==> src/rtl/systolic_processor_vcounter.sv <==
// Output-stationary SIZE x SIZE systolic multiplier for unsigned matrices.
// A cycle counter closes the accumulation window so the product stays frozen.
module systolic_processor_vcounter #(
    parameter int SIZE   = 4,
    parameter int I_BITS = 8,
    parameter int O_BITS = 2 * I_BITS + $clog2(SIZE)
) (
    input  logic                          i_clock,
    input  logic                          i_reset,
    input  logic [SIZE*I_BITS-1:0]        i_a_full,
    input  logic [SIZE*I_BITS-1:0]        i_b_full,
    output logic [SIZE*SIZE*O_BITS-1:0]   o_c_full
);

    localparam int CW    = $clog2(3 * SIZE) + 1;
    localparam int LIMIT = 3 * SIZE - 2;
    localparam int PW    = 2 * I_BITS;

    logic [CW-1:0] count;
    logic          enable;

    assign enable = count < CW'(LIMIT);

    always_ff @(posedge i_clock or negedge i_reset) begin
        if (!i_reset) begin
            count <= '0;
        end else if (enable) begin
            count <= count + CW'(1);
        end
    end

    // Last column/row registers have no consumer, so only SIZE-1 are kept.
    logic [I_BITS-1:0] a_pipe [SIZE][SIZE-1];
    logic [I_BITS-1:0] b_pipe [SIZE-1][SIZE];
    logic [I_BITS-1:0] a_in   [SIZE][SIZE];
    logic [I_BITS-1:0] b_in   [SIZE][SIZE];
    logic [O_BITS-1:0] acc    [SIZE][SIZE];

    for (genvar r = 0; r < SIZE; r++) begin : g_row
        for (genvar c = 0; c < SIZE; c++) begin : g_col
            logic [PW-1:0] prod;

            if (c == 0) begin : g_a_edge
                assign a_in[r][c] = i_a_full[I_BITS*r +: I_BITS];
            end else begin : g_a_link
                assign a_in[r][c] = a_pipe[r][c-1];
            end

            if (r == 0) begin : g_b_edge
                assign b_in[r][c] = i_b_full[I_BITS*c +: I_BITS];
            end else begin : g_b_link
                assign b_in[r][c] = b_pipe[r-1][c];
            end

            assign prod = PW'(a_in[r][c]) * PW'(b_in[r][c]);

            always_ff @(posedge i_clock or negedge i_reset) begin
                if (!i_reset) begin
                    acc[r][c] <= '0;
                end else if (enable) begin
                    acc[r][c] <= acc[r][c] + O_BITS'(prod);
                end
            end

            if (c < SIZE - 1) begin : g_a_reg
                always_ff @(posedge i_clock or negedge i_reset) begin
                    if (!i_reset) begin
                        a_pipe[r][c] <= '0;
                    end else if (enable) begin
                        a_pipe[r][c] <= a_in[r][c];
                    end
                end
            end

            if (r < SIZE - 1) begin : g_b_reg
                always_ff @(posedge i_clock or negedge i_reset) begin
                    if (!i_reset) begin
                        b_pipe[r][c] <= '0;
                    end else if (enable) begin
                        b_pipe[r][c] <= b_in[r][c];
                    end
                end
            end

            assign o_c_full[O_BITS*(r*SIZE+c) +: O_BITS] = acc[r][c];
        end
    end

endmodule

==> config.mk <==
export PLATFORM = sky130hd
export DESIGN_NAME = systolic_processor_vcounter
export DESIGN_NICKNAME = d
export VERILOG_FILES = /design/src/rtl/systolic_processor_vcounter.sv
export SDC_FILE = /design/constraint.sdc
export NUM_CORES = 2
export LEC_CHECK = 0
export ABC_AREA = 1
export BUFFER_PORTS_ARGS = -buffer_cell sky130_fd_sc_hd__buf_2
export CAP_MARGIN = 10
export CELL_PAD_IN_SITES_DETAIL_PLACEMENT = 0
export CELL_PAD_IN_SITES_GLOBAL_PLACEMENT = 1
export CORE_ASPECT_RATIO = 1.25
export CORE_MARGIN = 8
export CORE_UTILIZATION = 48
export CTS_BUF_LIST = sky130_fd_sc_hd__clkbuf_8
export CTS_CLUSTER_SIZE = 40
export DETAILED_ROUTE_END_ITERATION = 16
export MAX_ROUTING_LAYER = met4
export PLACE_DENSITY = 0.85
export SLEW_MARGIN = 5
export SYNTH_ARGS = -nofsm -noshare
export SYNTH_HDL_FRONTEND = slang
export SYNTH_SLANG_ARGS = --single-unit
==> constraint.sdc <==
create_clock -name i_clock -period 4.9 [get_ports i_clock]
set_clock_uncertainty 0.15 [all_clocks]
set_input_delay 0.245 -clock i_clock [delete_from_list [all_inputs] [get_ports i_clock]]
set_output_delay 0.245 -clock i_clock [all_outputs]
set_load 0.01 [all_outputs]
==> impl_results.md <==
- Synth Net Count: about 11,000
- Die width: 344 um
- H-tree levels: 3
- Most common library cells after synthesis: nand2_1, inv_1, fa_1
- Total of max-cap violations: 0
- Die height: 426 um
- Mapped Cells: 9,075
- Largest net degree at the start of global routing: between 150 and 200
- #FFs+latches synth: between 400 and 500
- Deepest clock path buffer count: 3
- Arrival time at the worst endpoint: 5.11 ns
- Fmax: between 200 and 250 MHz
- GPL Wtd Cong: between 0.9 and 1
- CTS root buffer: clkbuf_8
- Post-DP Area: about 68,000 sq um
- Slew HR: 0.413
- Fillcell total: 13,300
- First-pass GRT wire length: about 300,000 um
- Total negative slack: 0 ns
- Most common cell in the synthesized netlist: nand2_1
- Clock sinks: 485
- Slew Limit Fails: 0
- Worst min path class: in -> reg
- Ys async rst share: 1.00
- Clock Latency Late Sink: approximately 0.86 ns
- Worst slew pin tran: around 0.88 ns
- CTS tree: built
- Worst-path maximum fanout: 9
- Routed WL per cell: about 16 um
- Gr usage total: 0.259
- Fin nets: 10,800
- Die area: between 100,000 and 150,000 sq um
- Row count: 150
- Top_reg_cell synth: dfrtp_1
- Synth Cell Area: 64,600 sq um
- Initial core utilization: 0.484
- Routed vias: 53,600
- Fin. Hold Viols: 0
- Worst setup SP type: flip-flop
- Synth warnings: 0
- Post-Layout Inst Area: approximately 70,000 sq um
- Post-synth EDFFs: 0
- TritonCTS Buffers: 100
- Synth cell types: 26
- Setup violations, final: 0
- Initial antenna violation count: 13
- CP endpoint kind: flip-flop
- RSZ-0062 raised after global routing: no
- Core ar.: 134,000 sq um
- Setup bufs post-CTS: 0
- Worst hold margin: 0.189 ns
- Status: complete, no violations
- Share of layout cells above drive strength 1: 0.0649
- Iter 0 DRT Violations: 2,782
- Req. time, crit path: 5.42 ns
- DRT antenna net count: 0
- Vias in the first global route: approximately 56,000
- PortBufs: ~350
- Top area cells in the synthesized netlist: fa_1, dfrtp_1, nand2_1, inv_1, ha_1
- Post-synthesis area per instance: 7.12 sq um
- DRC violations left: 0
- Sequential share of the synthesized area: 0.188
- Post-DP HPWL: between 100,000 and 150,000 um
- Post-synth top area share: 0.248
- Yosys top cell by area: fa_1
- Post-Route WL: 182,000 um
- Area delta synth->final: 8.97%
- IO Pins: 354
- Final Cycle Share: 0.936
- Pre-antenna DRT Iters: 8
- Kind of critical path: reg -> reg
- Tmin final: 4.59 ns
- Clock transition at the registers of the reported paths: approximately 0.070 ns
- Drt via density: around 4.8
- Grt total ovfl: 0
[path summary, 6_finish.rpt]
path | startpoint | endpoint | slack, ns | cells past startpoint
max | b_in[93] | o_c_full[81] | 0.31 | 16
min | i_b_full[16] | b_in[72] | 0.19 | 4
max reg2reg | b_in[93] | o_c_full[81] | 0.31 | 16
min reg2reg | count[4] | count[4] | 0.26 | 0
max in group asynchronous | i_reset | o_c_full[229] | 3.38 | 4
min in group asynchronous | i_reset | o_c_full[102] | 0.53 | 4
[flip-flops by register name (all words and copies together), names as in the netlist]
signal and cells:
b_in 96, o_c_full 288, a_in 96, count 5
[cell families after synthesis]
kind of cell | after synthesis | share of synthesized area
and+or+nand+nor | 3621 | 0.222
buffers and inverters | 3096 | 0.182
adders and majority gates | 1441 | 0.372
DFF | 485 | 0.188
AOI/OAI and AO/OA | 413 | 0.0328
xor gates and xnor gates | 19 | 0.00258
[metrics by stage]
stage	util	worst slack (ns)	instances
after floorplan	-	0.824	9075
after global placement	0.505	0.420	10900
after detailed placement	0.505	0.393	10900
after CTS	0.527	0.298	11100
after global routing	0.527	0.106	11100
final	0.527	0.314	11100
[final cells by class]
cell class,count,area (sq um),share of cell area
multi-input combinational,5494,40700,0.578
sequential,485,12100,0.172
inverter,2733,10300,0.146
timing repair buffer,463,2890,0.0410
tap,1748,2190,0.0311
clock buffer,117,1610,0.0229
clock inverter,66,586,0.00832
antenna,10,25.0,0.000355
[routing by layer]
metal,up-vias,track usage,part of all wire
li1,26300,-,-
met1,25900,0.309,0.42
met2,1126,0.443,0.49
met3,295,0.0471,0.057
met4,0,0.0857,0.033
met5,-,-,0
[critical path, stage by stage (launching register included)]
cell	delay, ns
dfrtp_1	0.72
nand2_1	0.19
fa_1	0.54
fa_1	0.51
inv_1	0.05
fa_1	0.48
inv_1	0.06
fa_1	0.48
inv_1	0.05
ha_1	0.33
nand2_1	0.14
inv_1	0.05
nand2_1	0.06
nand3_1	0.14
or2_2	0.30
nand3_1	0.06
o21ai_0	0.09
[what timing repair did]
item | CTS | global route
endpoints found under the hold margin | 311 | 0
hold buffers | 67 | 0
gates resized for setup | 0 | 0
endpoints found under the setup margin | 0 | 0
[cells in the final DEF (no fill, tap or decap), types with 6 or more instances in the layout]
| cell type | n |
|---|---|
| nand2_1 | 2922 |
| inv_1 | 2762 |
| fa_1 | 800 |
| ha_1 | 641 |
| dfrtp_1 | 485 |
| buf_2 | 352 |
| nand3_1 | 320 |
| nor2_1 | 238 |
| o21ai_0 | 219 |
| clkbuf_8 | 117 |
| a21oi_1 | 113 |
| dlygate4sd3_1 | 66 |
| or2_2 | 54 |
| nand4_1 | 44 |
| o21ai_1 | 42 |
| buf_4 | 35 |
| nand3b_1 | 34 |
| o22ai_1 | 25 |
| clkinv_2 | 18 |
| xnor2_1 | 13 |
| a31oi_1 | 12 |
| diode_2 | 10 |
| bufinv_16 | 9 |
| nor3_1 | 8 |
| buf_12 | 8 |
| xor2_1 | 6 |
Power is left out: the tool's default activity adds up to more than one toggle a clock period on the data nets, which glitch-free logic cannot reach.
